**src/rtl/ctrl_pipe_chain.sv**
```systemverilog
// Parametrised chain of control-word pipeline registers with per-stage stall, flush and
// bubble insertion. Optional perf counters are enabled with the PIPE_PERF_EN macro.
module ctrl_pipe_chain #(
  parameter int unsigned      WIDTH     = 14,
  parameter int unsigned      DEPTH     = 3,
  parameter logic [WIDTH-1:0] NOP_VALUE = '0
) (
  input  logic                       Clk,
  input  logic                       R,
  input  logic [WIDTH-1:0]           D,
  input  logic                       D_valid,
  output logic                       D_ready,
  input  logic                       stall_en,
  input  logic [$clog2(DEPTH)-1:0]   stall_stage,
  input  logic [DEPTH-1:0]           flush,
  output logic [DEPTH*WIDTH-1:0]     stage_word,
  output logic [DEPTH-1:0]           stage_valid,
  output logic [WIDTH-1:0]           Q,
  output logic                       Q_valid,
  output logic [$clog2(DEPTH+1)-1:0] occupancy,
  output logic [15:0]                stall_cnt,
  output logic [15:0]                bubble_cnt
);

  localparam int unsigned SW = $clog2(DEPTH);
  localparam int unsigned OW = $clog2(DEPTH + 1);
  localparam logic [SW:0] LastStage = (SW+1)'(DEPTH - 1);

  logic [WIDTH-1:0] word_q   [DEPTH];
  logic [WIDTH-1:0] word_d   [DEPTH];
  logic [WIDTH-1:0] prev_word[DEPTH];
  logic [DEPTH-1:0] valid_q, valid_d, prev_valid;
  logic [DEPTH-1:0] hold_vec, bubble_vec;
  logic [OW-1:0]    occ_q, occ_d;
  logic [SW:0]      stall_ext;

  // One extra bit so stall_stage+1 never wraps onto stage 0.
  assign stall_ext = {1'b0, stall_stage};

  always_comb begin
    prev_word[0]  = D;
    prev_valid[0] = D_valid;
    for (int k = 1; k < DEPTH; k++) begin
      prev_word[k]  = word_q[k-1];
      prev_valid[k] = valid_q[k-1];
    end
  end

  always_comb begin
    hold_vec   = '0;
    bubble_vec = '0;
    for (int k = 0; k < DEPTH; k++) begin
      hold_vec[k]   = stall_en && ((SW+1)'(k) <= stall_ext);
      bubble_vec[k] = stall_en && ((SW+1)'(k) == stall_ext + (SW+1)'(1));
    end
  end

  // Priority: flush > hold > bubble > advance (reset handled in the register).
  always_comb begin
    valid_d = '0;
    occ_d   = '0;
    for (int k = 0; k < DEPTH; k++) begin
      word_d[k] = NOP_VALUE;
      if (flush[k]) begin
        word_d[k]  = NOP_VALUE;
        valid_d[k] = 1'b0;
      end else if (hold_vec[k]) begin
        word_d[k]  = word_q[k];
        valid_d[k] = valid_q[k];
      end else if (bubble_vec[k]) begin
        word_d[k]  = NOP_VALUE;
        valid_d[k] = 1'b0;
      end else begin
        word_d[k]  = prev_word[k];
        valid_d[k] = prev_valid[k];
      end
      occ_d = occ_d + OW'(valid_d[k]);
    end
  end

  always_ff @(posedge Clk) begin
    if (R) begin
      for (int k = 0; k < DEPTH; k++) word_q[k] <= NOP_VALUE;
      valid_q <= '0;
      occ_q   <= '0;
    end else begin
      for (int k = 0; k < DEPTH; k++) word_q[k] <= word_d[k];
      valid_q <= valid_d;
      occ_q   <= occ_d;
    end
  end

  always_comb begin
    stage_word = '0;
    for (int k = 0; k < DEPTH; k++) stage_word[k*WIDTH +: WIDTH] = word_q[k];
  end

  assign stage_valid = valid_q;
  assign Q           = word_q[DEPTH-1];
  assign Q_valid     = valid_q[DEPTH-1];
  assign occupancy   = occ_q;
  assign D_ready     = ~stall_en | R;

`ifdef PIPE_PERF_EN
  logic [15:0] stall_cnt_q, bubble_cnt_q;
  logic        bubble_evt;

  // A bubble exists only when the stall point leaves a stage below it.
  assign bubble_evt = (|(flush & valid_q)) || (stall_en && (stall_ext < LastStage));

  always_ff @(posedge Clk) begin
    if (R) begin
      stall_cnt_q  <= '0;
      bubble_cnt_q <= '0;
    end else begin
      if (stall_en && (stall_cnt_q != 16'hFFFF))    stall_cnt_q  <= stall_cnt_q + 16'd1;
      if (bubble_evt && (bubble_cnt_q != 16'hFFFF)) bubble_cnt_q <= bubble_cnt_q + 16'd1;
    end
  end

  assign stall_cnt  = stall_cnt_q;
  assign bubble_cnt = bubble_cnt_q;
`else
  logic unused_last;
  assign unused_last = ^LastStage;
  assign stall_cnt   = 16'h0000;
  assign bubble_cnt  = 16'h0000;
`endif

endmodule

```
**config.mk**
```make
export PLATFORM = sky130hd
export DESIGN_NAME = ctrl_pipe_chain
export DESIGN_NICKNAME = d
export VERILOG_FILES = /design/src/rtl/ctrl_pipe_chain.sv
export SDC_FILE = /design/constraint.sdc
export NUM_CORES = 1
export LEC_CHECK = 0
export CELL_PAD_IN_SITES_DETAIL_PLACEMENT = 1
export CELL_PAD_IN_SITES_GLOBAL_PLACEMENT = 2
export CORE_ASPECT_RATIO = 0.6
export CORE_MARGIN = 1.5
export CORE_UTILIZATION = 22
export CTS_CLUSTER_SIZE = 24
export DETAILED_ROUTE_END_ITERATION = 8
export PLACE_DENSITY_LB_ADDON = 0.1
export RECOVER_POWER = 100
export SYNTH_ARGS = -nofsm -noshare
export SYNTH_HDL_FRONTEND = slang
export SYNTH_SLANG_ARGS = --single-unit
```
**constraint.sdc**
```tcl
create_clock -name Clk -period 2.1 [get_ports Clk]
set_input_delay 0.315 -clock Clk [delete_from_list [all_inputs] [get_ports Clk]]
set_output_delay 0.315 -clock Clk [all_outputs]
set_load 0.02 [all_outputs]
```
# --- Word-level counts from Yosys, hierarchy flattened ---
# Memory sizes are Yosys's and may differ from the RTL's.
# Cells that the tools add are included.
word_totals:
  regBits: 5
  ram_bits: 42
  inputBits: 23
  output_inout_bits: 95
  mem_count: 1
memory_table:
  columns: ["memory", "depth", "width", "rd", "rd_ports_with_merged_regs", "write_ports", "line", "source"]
  rows:
  - ["word_q", 3, 14, 3, 0, 3, "29", "logic [WIDTH-1:0] word_q [DEPTH];"]
classes:
  add_sub_neg: 3
  n_lt_le_gt_ge: 3
  eq_ne: 2
  n_mux: 24
  n_bitwise: 5
  reduce_logical: 7
op_table:
  columns: ["cell", "count"]
  rows:
  - ["two-way mux 14 bit", 12]
  - ["two-way mux 1 bit", 12]
  - ["logical AND 1 bit", 6]
  - ["<= comparator 1 x 2 -> 1 bit, first input constant", 2]
  - ["OR 1 bit", 4]
  - ["adder 2 x 1 -> 3 bit, second input constant", 1]
  - ["equality test 1 x 3 -> 1 bit, first input constant", 1]
  - ["equality test 2 x 3 -> 1 bit, first input constant", 1]
  - ["logical NOT 3 bit", 1]
  - ["adder 1 x 1 -> 2 bit", 1]
  - ["adder 2 x 1 -> 2 bit", 1]
  - ["<= comparator 2 bit, first input constant", 1]
  - ["NOT 1 bit", 1]

# --- Longest topological paths before layout ---
# Gate-level depths: netlist (run 1).
depth:
  ltp_word: 8
  depth_mapped: 5
  mapped_depth_nobuf: 4

# --- Least setup slack after synthesis (run 1) ---
# No wires, ideal clock.
synth_timing:
  kind: "input to register"
  start: "in stall_stage[1]"
  end: "reg occ_q[0], in the netlist occupancy[0]"
  setup_time_ns: 0.114
  arrival_time_ns: 1.557
  required_time_ns: 1.986
  setup_slack_ns: 0.429
  cell_stages: 5
  n_path_buf: 1
  path_cell_list: "o21ai_1 -> buf_2 -> a31o_2 -> fa_1 -> and2b_1"
synth_between:
  elab_cells_between_ends: 24
  cone_classes: "3 x add/sub; 3 x order compare; 2 x eq/ne; 9 x mux; 7 x reduce/logical"
synth_rtl:
  columns: ["element", "line", "source"]
  rows:
  - ["start: declaration", "14", "input logic [$clog2(DEPTH)-1:0] stall_stage,"]
  - ["adder 2 x 1 -> 3 bit", "54", "bubble_vec[k] = stall_en && ((SW+1)'(k) == stall_ext + (SW+1)'(1));"]
  - ["equality test 2 x 3 -> 1 bit", "54", null]
  - ["logical AND 1 bit", "54", null]
  - ["two-way mux 1 bit", "70", "end else if (bubble_vec[k]) begin"]
  - ["two-way mux 1 bit (*)", "67", "end else if (hold_vec[k]) begin"]
  - ["two-way mux 1 bit (*)", "64", "if (flush[k]) begin"]
  - ["via valid_d[2]", "32", "logic [DEPTH-1:0] valid_q, valid_d, prev_valid;"]
  - ["adder 2 x 1 -> 2 bit (*)", "77", "occ_d = occ_d + OW'(valid_d[k]);"]
  - ["via occ_d[0]", "34", "logic [OW-1:0] occ_q, occ_d;"]
  - ["end signal: assignment", "85", "occ_q <= '0;"]
  - ["end signal: assignment", "89", "occ_q <= occ_d;"]
  - ["end: declaration", "34", null]
# Mark *: on every way through the listed nets, which the timed path passes. The rest lies on a longest branch.
# A chain may end at the register's enable or synchronous reset.

# --- Final worst setup path (run 1) ---
layout_timing:
  start: "in R"
  end: "out D_ready"
layout_between:
  elab_chain_cells: 1
layout_lines:
  columns: ["element", "line", "source"]
  rows:
  - ["start: declaration", "9", "input logic R,"]
  - ["OR 1 bit", "102", "assign D_ready = ~stall_en | R;"]
  - ["end: declaration", "12", "output logic D_ready,"]
# No other way between the ends.

==> run summary, run 1 <==
Hold Buf Count CTS -> 0
DRC violation count after routing -> 0
RSZ-0062 raised after global routing -> no
First-pass GRT wire length -> 9.128 mm
Antenna viol nets, final -> 0
Clock power frac -> 0.408
Max-slew violation count -> 0
Reg2reg start -> stage_valid[1]
Core box area -> 0.009392 mm2
Main synth FF type -> dfxtp_1
Final std cell area, no fill -> 0.003010 mm2
Worst Path Arrival -> 1630 ps
Leak pwr -> 1.336 nW
Nets -> 309
Port Buffers -> 85
Mean Syn Cell Area -> 10.20 um2
Post-CTS Setup Bufs -> 0
Clock Path Buffers -> 2
Switching share of power -> 0.2468
CP required -> 1780 ps
WL final -> 6.038 mm
Status -> complete, no violations
TritonRoute pass-1 iters -> 4
R2r endpoint -> occupancy[0]
Yosys reg bits -> 47
Post-Synthesis Cells -> 214
CTS root buf -> clkbuf_16
Final period utilization -> 0.9239
Initial DRC count -> 73
Comb power frac -> 0.118
Worst rel slew slack -> 0.2450
Crit path from -> R
Crit end category -> primary output
Synthesized area -> 0.002183 mm2
Per-cell routed wire length -> 14.55 um
Die Y -> 80.17 um
CP endpoint -> D_ready
Vias in the first global route -> 1500
Vias post-DR -> 1615
Synth area leaders -> dfxtp_1 (43%), buf_4 (16%), a32o_1 (6.9%), mux2i_1 (6.9%), o32ai_2 (6.7%)
Gr usage total -> 0.1162
Routability cong. -> 0.7022
Post-DP Area -> 0.002947 mm2
Worst skew pair latency -> 280 ps
Type of origin of the critical path -> input pin
Die area -> 0.01055 mm2
Sw Pwr -> 0.4771 mW
Total CTS buffers -> 5
Top-area cell type share of the netlist area -> 0.4309
Die Width -> 131.6 um
Fin crit period -> 1940 ps
Cell variety after synth -> 27
Fmax -> 515.4 MHz
Endpoints failing hold -> 0
Power per cell area -> 642.2 mW/mm2
Largest fanout on the critical path -> 4
TritonCTS clock tree -> yes
Share of post-route cells with drive strength above 1 -> 0.05965
Sequential fraction of the synthesis area -> 0.4309
Layout area overhead -> 37.88%
Final setup fails -> 0
Ant. Diodes -> 0
Commonest cells after routing, fill and taps aside -> dlygate4sd3_1 (64), dfxtp_1 (47), conb_1 (32)
Initial antenna violation count -> 0
# IOs -> 118
HPWL Detailed -> 4.616 mm
Clock sink count -> 47
Async SR Flop Fraction -> 0
Setup_tns -> 0 ps
Max rail drop VDD -> 0.0002793 V
Clock transition at path regs -> 60 ps
Number of synthesized flops with an enable pin -> 0
Worst r2r path cells -> 4
Leading cell type in the layout, fill and taps excluded -> dlygate4sd3_1
Sequential share of power -> 0.474
Initial Util -> 0.2325
Num rows -> 27
Area leader, netlist -> dfxtp_1
Number of H-tree levels -> 2
Crit Path Class -> in -> out
Worst min path class -> reg -> reg
Cell Int Power -> 1.456 mW
Maxcap violations -> 0
Least-Margin Pin Slew -> 1128 ps
Yosys Warn Count -> 0
R2R Setup Slk -> 640 ps
Largest net degree at the start of global routing -> 16
Grt ovf -> 0
Clk_skew -> 4.127 ps
Routed vias/inst -> 3.892
## layout make-up
| type | instances | area (um2) |
|---|---|---|
| clock inverters | 1 | 5.005 |
| flip-flops and latches | 47 | 940.9 |
| clock buffers | 6 | 138.9 |
| fillers | 1094 | 6381 |
| well taps | 130 | 162.7 |
| repair buffers | 93 | 909.6 |
| inverters | 29 | 108.9 |
| multi-input cells | 109 | 744.5 |
## registers in the layout (all words and copies together), names as in the netlist
register / cells
stage_valid: 3
word_q: 42
occupancy: 2
## how the worst min path moves through the flow
| stage | to | start | slack (ps) | cells after the start |
|---|---|---|---|---|
| floorplan | stage_valid[1] | flush[1] | 390 | 1 |
| global placement | word_q[0][16] | word_q[0][2] | 480 | 2 |
| detailed placement | word_q[0][16] | word_q[0][2] | 480 | 2 |
| CTS | word_q[0][16] | word_q[0][2] | 490 | 2 |
| global route | word_q[0][37] | word_q[0][37] | 510 | 1 |
| finish | word_q[0][22] | word_q[0][8] | 480 | 2 |
## synth_stat cells, drive strengths merged, types with 2 or more instances
cell type	count
clkbuf	3
inv	29
a32o	15
dfxtp	47
buf	57
and2b	2
mux2i	15
nand2b	2
nor2	17
o32ai	14
## what timing repair did
item / CTS / global route
resized for setup: 0 / 1
hold endpoints to repair: 0 / 0
endpoints found under the setup margin: 0 / 1
## power groups by stage
stage	clock [mW]	combinational, mW	sequential (mW)
2_1_floorplan	0	0.177	0.949
3_3_place_gp	0	0.243	0.937
3_5_place_dp	0	0.243	0.937
4_1_cts	0.818	0.244	0.917
5_1_grt	0.857	0.247	0.918
6_report	0.789	0.228	0.917
## cells by family (layout without fill, tap and decap cells)
| kind of cell | count (synthesis) | after routing | share of synthesized area |
|---|---|---|---|
| other | 1 | 32 | 0.001718 |
| AOI/OAI and AO/OA | 34 | 34 | 0.1799 |
| and+or+nand+nor | 27 | 27 | 0.06418 |
| DFF | 47 | 47 | 0.4309 |
| adders and majority gates | 1 | 1 | 0.009169 |
| muxes | 15 | 15 | 0.06877 |
| buffers and inverters | 89 | 129 | 0.2453 |
## stage by stage
stage               setup WS, ps  utilization  power, mW  hold slack [ps]  instances
CTS                        34.01       0.3291      1.980            494.6        415
detailed placement         18.73       0.3137      1.181            484.7        408
finish                     159.8       0.3205      1.933            478.2        415
global placement           29.03       0.3137      1.180            483.1        408
global route               99.13       0.3205      2.022            505.5        415
floorplan                  428.5            -      1.125            393.3        245
## routing by layer
| metal | vias to the layer above | global-route usage | share of wire |
|---|---|---|---|
| li1 | 788 | - | - |
| met1 | 751 | 0.1769 | 0.56 |
| met2 | 69 | 0.1421 | 0.36 |
| met3 | 7 | 0.04356 | 0.071 |
| met4 | 0 | 0.03667 | 0.011 |
| met5 | - | 0 | 0 |
## worst max-delay path, cell delays in order
cell and delay, ps:
dlygate4sd3_1 600, nand2b_1 120, clkdlybuf4s50_1 590
Power figures use the tool's default switching activity.
==> run 2, diff against run 1 <==
--- a/config.mk
+++ b/config.mk
@@ -7,7 +7,6 @@
 export LEC_CHECK = 0
 export CELL_PAD_IN_SITES_DETAIL_PLACEMENT = 1
 export CELL_PAD_IN_SITES_GLOBAL_PLACEMENT = 2
-export CORE_ASPECT_RATIO = 0.6
 export CORE_MARGIN = 1.5
 export CORE_UTILIZATION = 22
 export CTS_CLUSTER_SIZE = 24
==> constraint.sdc (replaced) <==
create_clock -name Clk -period 1.95 [get_ports Clk]
set_input_delay 0.2925 -clock Clk [delete_from_list [all_inputs] [get_ports Clk]]
set_output_delay 0.2925 -clock Clk [all_outputs]
set_load 0.02 [all_outputs]
==> run summary, run 2 (synthesized netlist as in run 1, its figures left out) <==
Max rail drop VDD -> 0.0002791 V
Initial DRC count -> 34
Grt ovf -> 0
Die Y -> 102.6 um
DRC violation count after routing -> 0
Leading cell type in the layout, fill and taps excluded -> dlygate4sd3_1
R2r endpoint -> occupancy[0]
Vias in the first global route -> 1472
RSZ-0062 raised after global routing -> no
CP endpoint -> D_ready
Share of post-route cells with drive strength above 1 -> 0.07612
Num rows -> 36
Clock transition at path regs -> 90 ps
Setup_tns -> 0 ps
Worst skew pair latency -> 300 ps
R2R Setup Slk -> 460 ps
Least-Margin Pin Slew -> 1055 ps
Port Buffers -> 85
Die Width -> 102.6 um
Per-cell routed wire length -> 12.99 um
Fill count -> 1119
TritonRoute pass-1 iters -> 4
Largest net degree at the start of global routing -> 16
Gr usage total -> 0.1043
Clock sink count -> 47
Maxcap violations -> 0
Initial antenna violation count -> 0
# IOs -> 118
Leak pwr -> 1.330 nW
Post-DP Area -> 0.002998 mm2
First-pass GRT wire length -> 8.162 mm
Cell Int Power -> 1.316 mW
Comb power frac -> 0.137
Routability cong. -> 0.7252
Clock Path Buffers -> 2
TritonCTS clock tree -> yes
Worst r2r path cells -> 4
Nets -> 312
Crit end category -> primary output
Vias post-DR -> 1629
Hold Buf Count CTS -> 0
Final period utilization -> 0.9215
Status -> complete, no violations
Worst min path class -> in -> reg
Switching share of power -> 0.2752
HPWL Detailed -> 4.155 mm
Sw Pwr -> 0.4996 mW
Largest register by flop count -> word_q
Number of H-tree levels -> 2
Commonest cells after routing, fill and taps aside -> dlygate4sd3_1 (64), dfxtp_1 (47), conb_1 (32)
Ant. Diodes -> 0
Reg2reg start -> stage_valid[1]
Worst Path Arrival -> 1500 ps
Max-slew violation count -> 0
Final setup fails -> 0
CP required -> 1660 ps
CTS root buf -> clkbuf_8
Layout area overhead -> 36.62%
Endpoints failing hold -> 0
Pwr Total -> 1.816 mW
Clock power frac -> 0.321
Fmax -> 556.5 MHz
WHS Path Cells -> 2
Initial Util -> 0.2255
Crit path from -> stall_en
Total CTS buffers -> 5
Die area -> 0.01053 mm2
Max FFs per register -> 42
Crit Path Class -> in -> out
Final std cell area, no fill -> 0.002983 mm2
Fin crit period -> 1797 ps
Power per cell area -> 608.7 mW/mm2
Largest fanout on the critical path -> 8
Routed vias/inst -> 3.860
Sequential share of power -> 0.542
Core box area -> 0.009684 mm2
Antenna viol nets, final -> 0
Type of origin of the critical path -> input pin
WL final -> 5.483 mm
Worst rel slew slack -> 0.2940
Clk_skew -> 6.728 ps
==> run 2: layout make-up <==
cell class / instances / area (um2) / share of cell area
Tap cell: 133 / 166.4 / 0.05579
Timing Repair Buffer: 96 / 938.4 / 0.3146
Clock inverter: 3 / 15.01 / 0.005034
Multi-Input combinational cell: 109 / 744.5 / 0.2496
Inverter: 29 / 108.9 / 0.03649
Sequential cell: 47 / 940.9 / 0.3154
Clock buffer: 5 / 68.82 / 0.02307
==> run 2: worst max-delay path, stage by stage <==
cell	delay, ps
dlygate4sd2_1	360
buf_4	160
nand2b_1	40
dlygate4sd3_1	640
==> run 2: metrics by stage <==
stage	setup slack [ps]	hold slack, ps	instances	util
finish	153.0	355.9	422	0.3080
floorplan	301.0	370.8	245	-
global route	75.25	396.1	422	0.3080
global placement	-83.30	479.7	414	0.3096
detailed placement	-129.6	486.2	414	0.3096
CTS	7.999	498.9	422	0.3181
==> run 2: how the worst min path moves through the flow <==
| stage | startpoint | endpoint | slack, ps |
|---|---|---|---|
| detailed placement | word_q[0][7] | word_q[0][21] | 490 |
| floorplan | flush[1] | stage_valid[1] | 370 |
| global placement | word_q[0][31] | word_q[0][31] | 480 |
| CTS | word_q[0][7] | word_q[0][21] | 500 |
| finish | R | stage_valid[1] | 360 |
| global route | R | stage_valid[1] | 400 |
==> run 2: timing repair <==
| item | CTS | global route |
|---|---|---|
| endpoints found under the hold margin | 0 | 0 |
| pin swaps | 0 | 0 |
| endpoints found under the setup margin | 1 | 1 |
| setup buffers | 0 | 0 |
| gates resized for setup | 1 | 1 |
==> run 2: power by group through the flow <==
stage / combinational (mW) / clock [mW] / sequential (mW)
global route: 0.271 / 0.652 / 0.988
finish: 0.248 / 0.583 / 0.985
detailed placement: 0.270 / 0 / 1.01
CTS: 0.270 / 0.610 / 0.986
floorplan: 0.190 / 0 / 1.02
global placement: 0.269 / 0 / 1.01
==> run 2: routing by layer <==
| layer | up-vias | share of wire | global-route usage |
|---|---|---|---|
| met3 | 6 | 0.058 | 0.02102 |
| met2 | 69 | 0.45 | 0.1594 |
| met4 | 0 | 0.016 | 0.04110 |
| li1 | 794 | - | - |
| met1 | 760 | 0.48 | 0.1441 |
| met5 | - | 0 | 0 |
==> run 3, diff against run 2 <==
--- a/config.mk
+++ b/config.mk
@@ -12,7 +12,7 @@
 export CTS_CLUSTER_SIZE = 24
 export DETAILED_ROUTE_END_ITERATION = 8
 export PLACE_DENSITY_LB_ADDON = 0.1
-export RECOVER_POWER = 100
 export SYNTH_ARGS = -nofsm -noshare
 export SYNTH_HDL_FRONTEND = slang
 export SYNTH_SLANG_ARGS = --single-unit
+export TNS_END_PERCENT = 30
==> run summary, run 3 (synthesized netlist as in run 1, its figures left out) <==
Worst skew pair latency -> 300 ps
Final period utilization -> 0.8854
Leading cell type in the layout, fill and taps excluded -> clkdlybuf4s50_1
Die area -> 0.01053 mm2
Power per cell area -> 595.0 mW/mm2
TritonRoute pass-1 iters -> 4
Per-cell routed wire length -> 12.95 um
Num rows -> 36
Worst Path Arrival -> 1430 ps
Fin crit period -> 1727 ps
Layout area overhead -> 41.20%
Status -> complete, no violations
Max-slew violation count -> 0
WHS Path Cells -> 2
Die Width -> 102.6 um
Slowest cell on the critical path -> clkdlybuf4s50_1
Largest register by flop count -> word_q
CP top delay family -> buffers and inverters
Final setup fails -> 0
DRC violation count after routing -> 0
Type of origin of the critical path -> input pin
Share of post-route cells with drive strength above 1 -> 0.1107
Comb power frac -> 0.146
Place WS -> -129.6 ps
Core box area -> 0.009684 mm2
Levels on crit path -> 4
Cell Int Power -> 1.328 mW
Port Buffers -> 85
Initial antenna violation count -> 0
Initial Util -> 0.2255
CP required -> 1660 ps
Hold Buf Count CTS -> 0
Nets -> 312
Vias post-DR -> 1634
Initial DRC count -> 26
Worst Path Buf+Inv -> 3
Die Y -> 102.6 um
Clk_skew -> 5.830 ps
Sequential share of power -> 0.537
Least-Margin Pin Slew -> 1054 ps
RSZ-0062 raised after global routing -> no
Pwr Total -> 1.834 mW
Grt ovf -> 0
Max rail drop VDD -> 0.0002819 V
Vias in the first global route -> 1472
Worst r2r path cells -> 4
Final WS setup -> 223.5 ps
Clock Path Buffers -> 2
Worst min path class -> in -> reg
Gr usage total -> 0.1043
Largest net degree at the start of global routing -> 16
CTS root buf -> clkbuf_8
Commonest cells after routing, fill and taps aside -> clkdlybuf4s50_1 (83), dfxtp_1 (47), conb_1 (32)
Largest fanout on the critical path -> 8
Clock transition at path regs -> 90 ps
Worst rel slew slack -> 0.2945
Number of H-tree levels -> 2
Maxcap violations -> 0
Endpoints failing hold -> 0
Sw Pwr -> 0.5060 mW
Leak pwr -> 1.138 nW
Clock sink count -> 47
Fmax -> 579.2 MHz
Post-CTS Setup Bufs -> 0
Ant. Diodes -> 0
Clock power frac -> 0.317
Routed vias/inst -> 3.872
Post-cts resize count -> 1
HPWL Detailed -> 4.155 mm
CP cell instances -> dlygate4sd2_1 > buf_4 > nand2b_1 > clkdlybuf4s50_1
Switching share of power -> 0.2759
# IOs -> 118
Crit Path Class -> in -> out
First-pass GRT wire length -> 8.162 mm
Routability cong. -> 0.7252
Crit end category -> primary output
WL final -> 5.466 mm
CP peak stage delay -> 600 ps
Max FFs per register -> 42
Antenna viol nets, final -> 0
Total CTS buffers -> 5
TritonCTS clock tree -> yes
-- run 3: final cells by class --
cell class	instances	area, um2
fillers	1110	6601
repair buffers	96	959.7
flip-flops and latches	47	940.9
multi-input cells	109	823.3
well taps	133	166.4
inverters	29	108.9
clock buffers	5	68.82
clock inverters	3	15.01
-- run 3: worst reg2reg max path, stage by stage (launching register included) --
cell      delay (ps)
dfxtp_1          410
o211ai_1         160
a21oi_1          230
fa_1             440
and2b_1          160
-- run 3: worst paths after layout --
path	end	slack, ps	startpoint
max	D_ready	220	stall_en
min	stage_valid[1]	350	R
max reg2reg	occupancy[0]	460	stage_valid[1]
min reg2reg	word_q[0][16]	490	word_q[0][2]
-- run 3: power by group through the flow --
stage                     combinational, mW  sequential (mW)  clock [mW]
after detailed placement              0.270             1.01           0
after floorplan                       0.190             1.02           0
after global placement                0.269             1.01           0
after global routing                  0.290            0.988       0.652
final                                 0.267            0.985       0.582
after CTS                             0.270            0.986       0.610
-- run 3: metal layers --
metal / GRT usage / part of all wire
met1: 0.1441 / 0.48
met2: 0.1594 / 0.44
met3: 0.02102 / 0.058
met4: 0.04110 / 0.016
met5: 0 / 0
-- run 3: metrics by stage --
stage	cell area, um2	setup TNS, ps	instances	util	hold WS [ps]
global placement	2998	-1128	414	0.3096	479.7
finish	3083	0	422	0.3183	345.9
detailed placement	2998	-1283	414	0.3096	486.2
global route	3083	0	422	0.3183	396.1
floorplan	2300	0	245	-	370.8
CTS	3080	0	422	0.3181	498.9
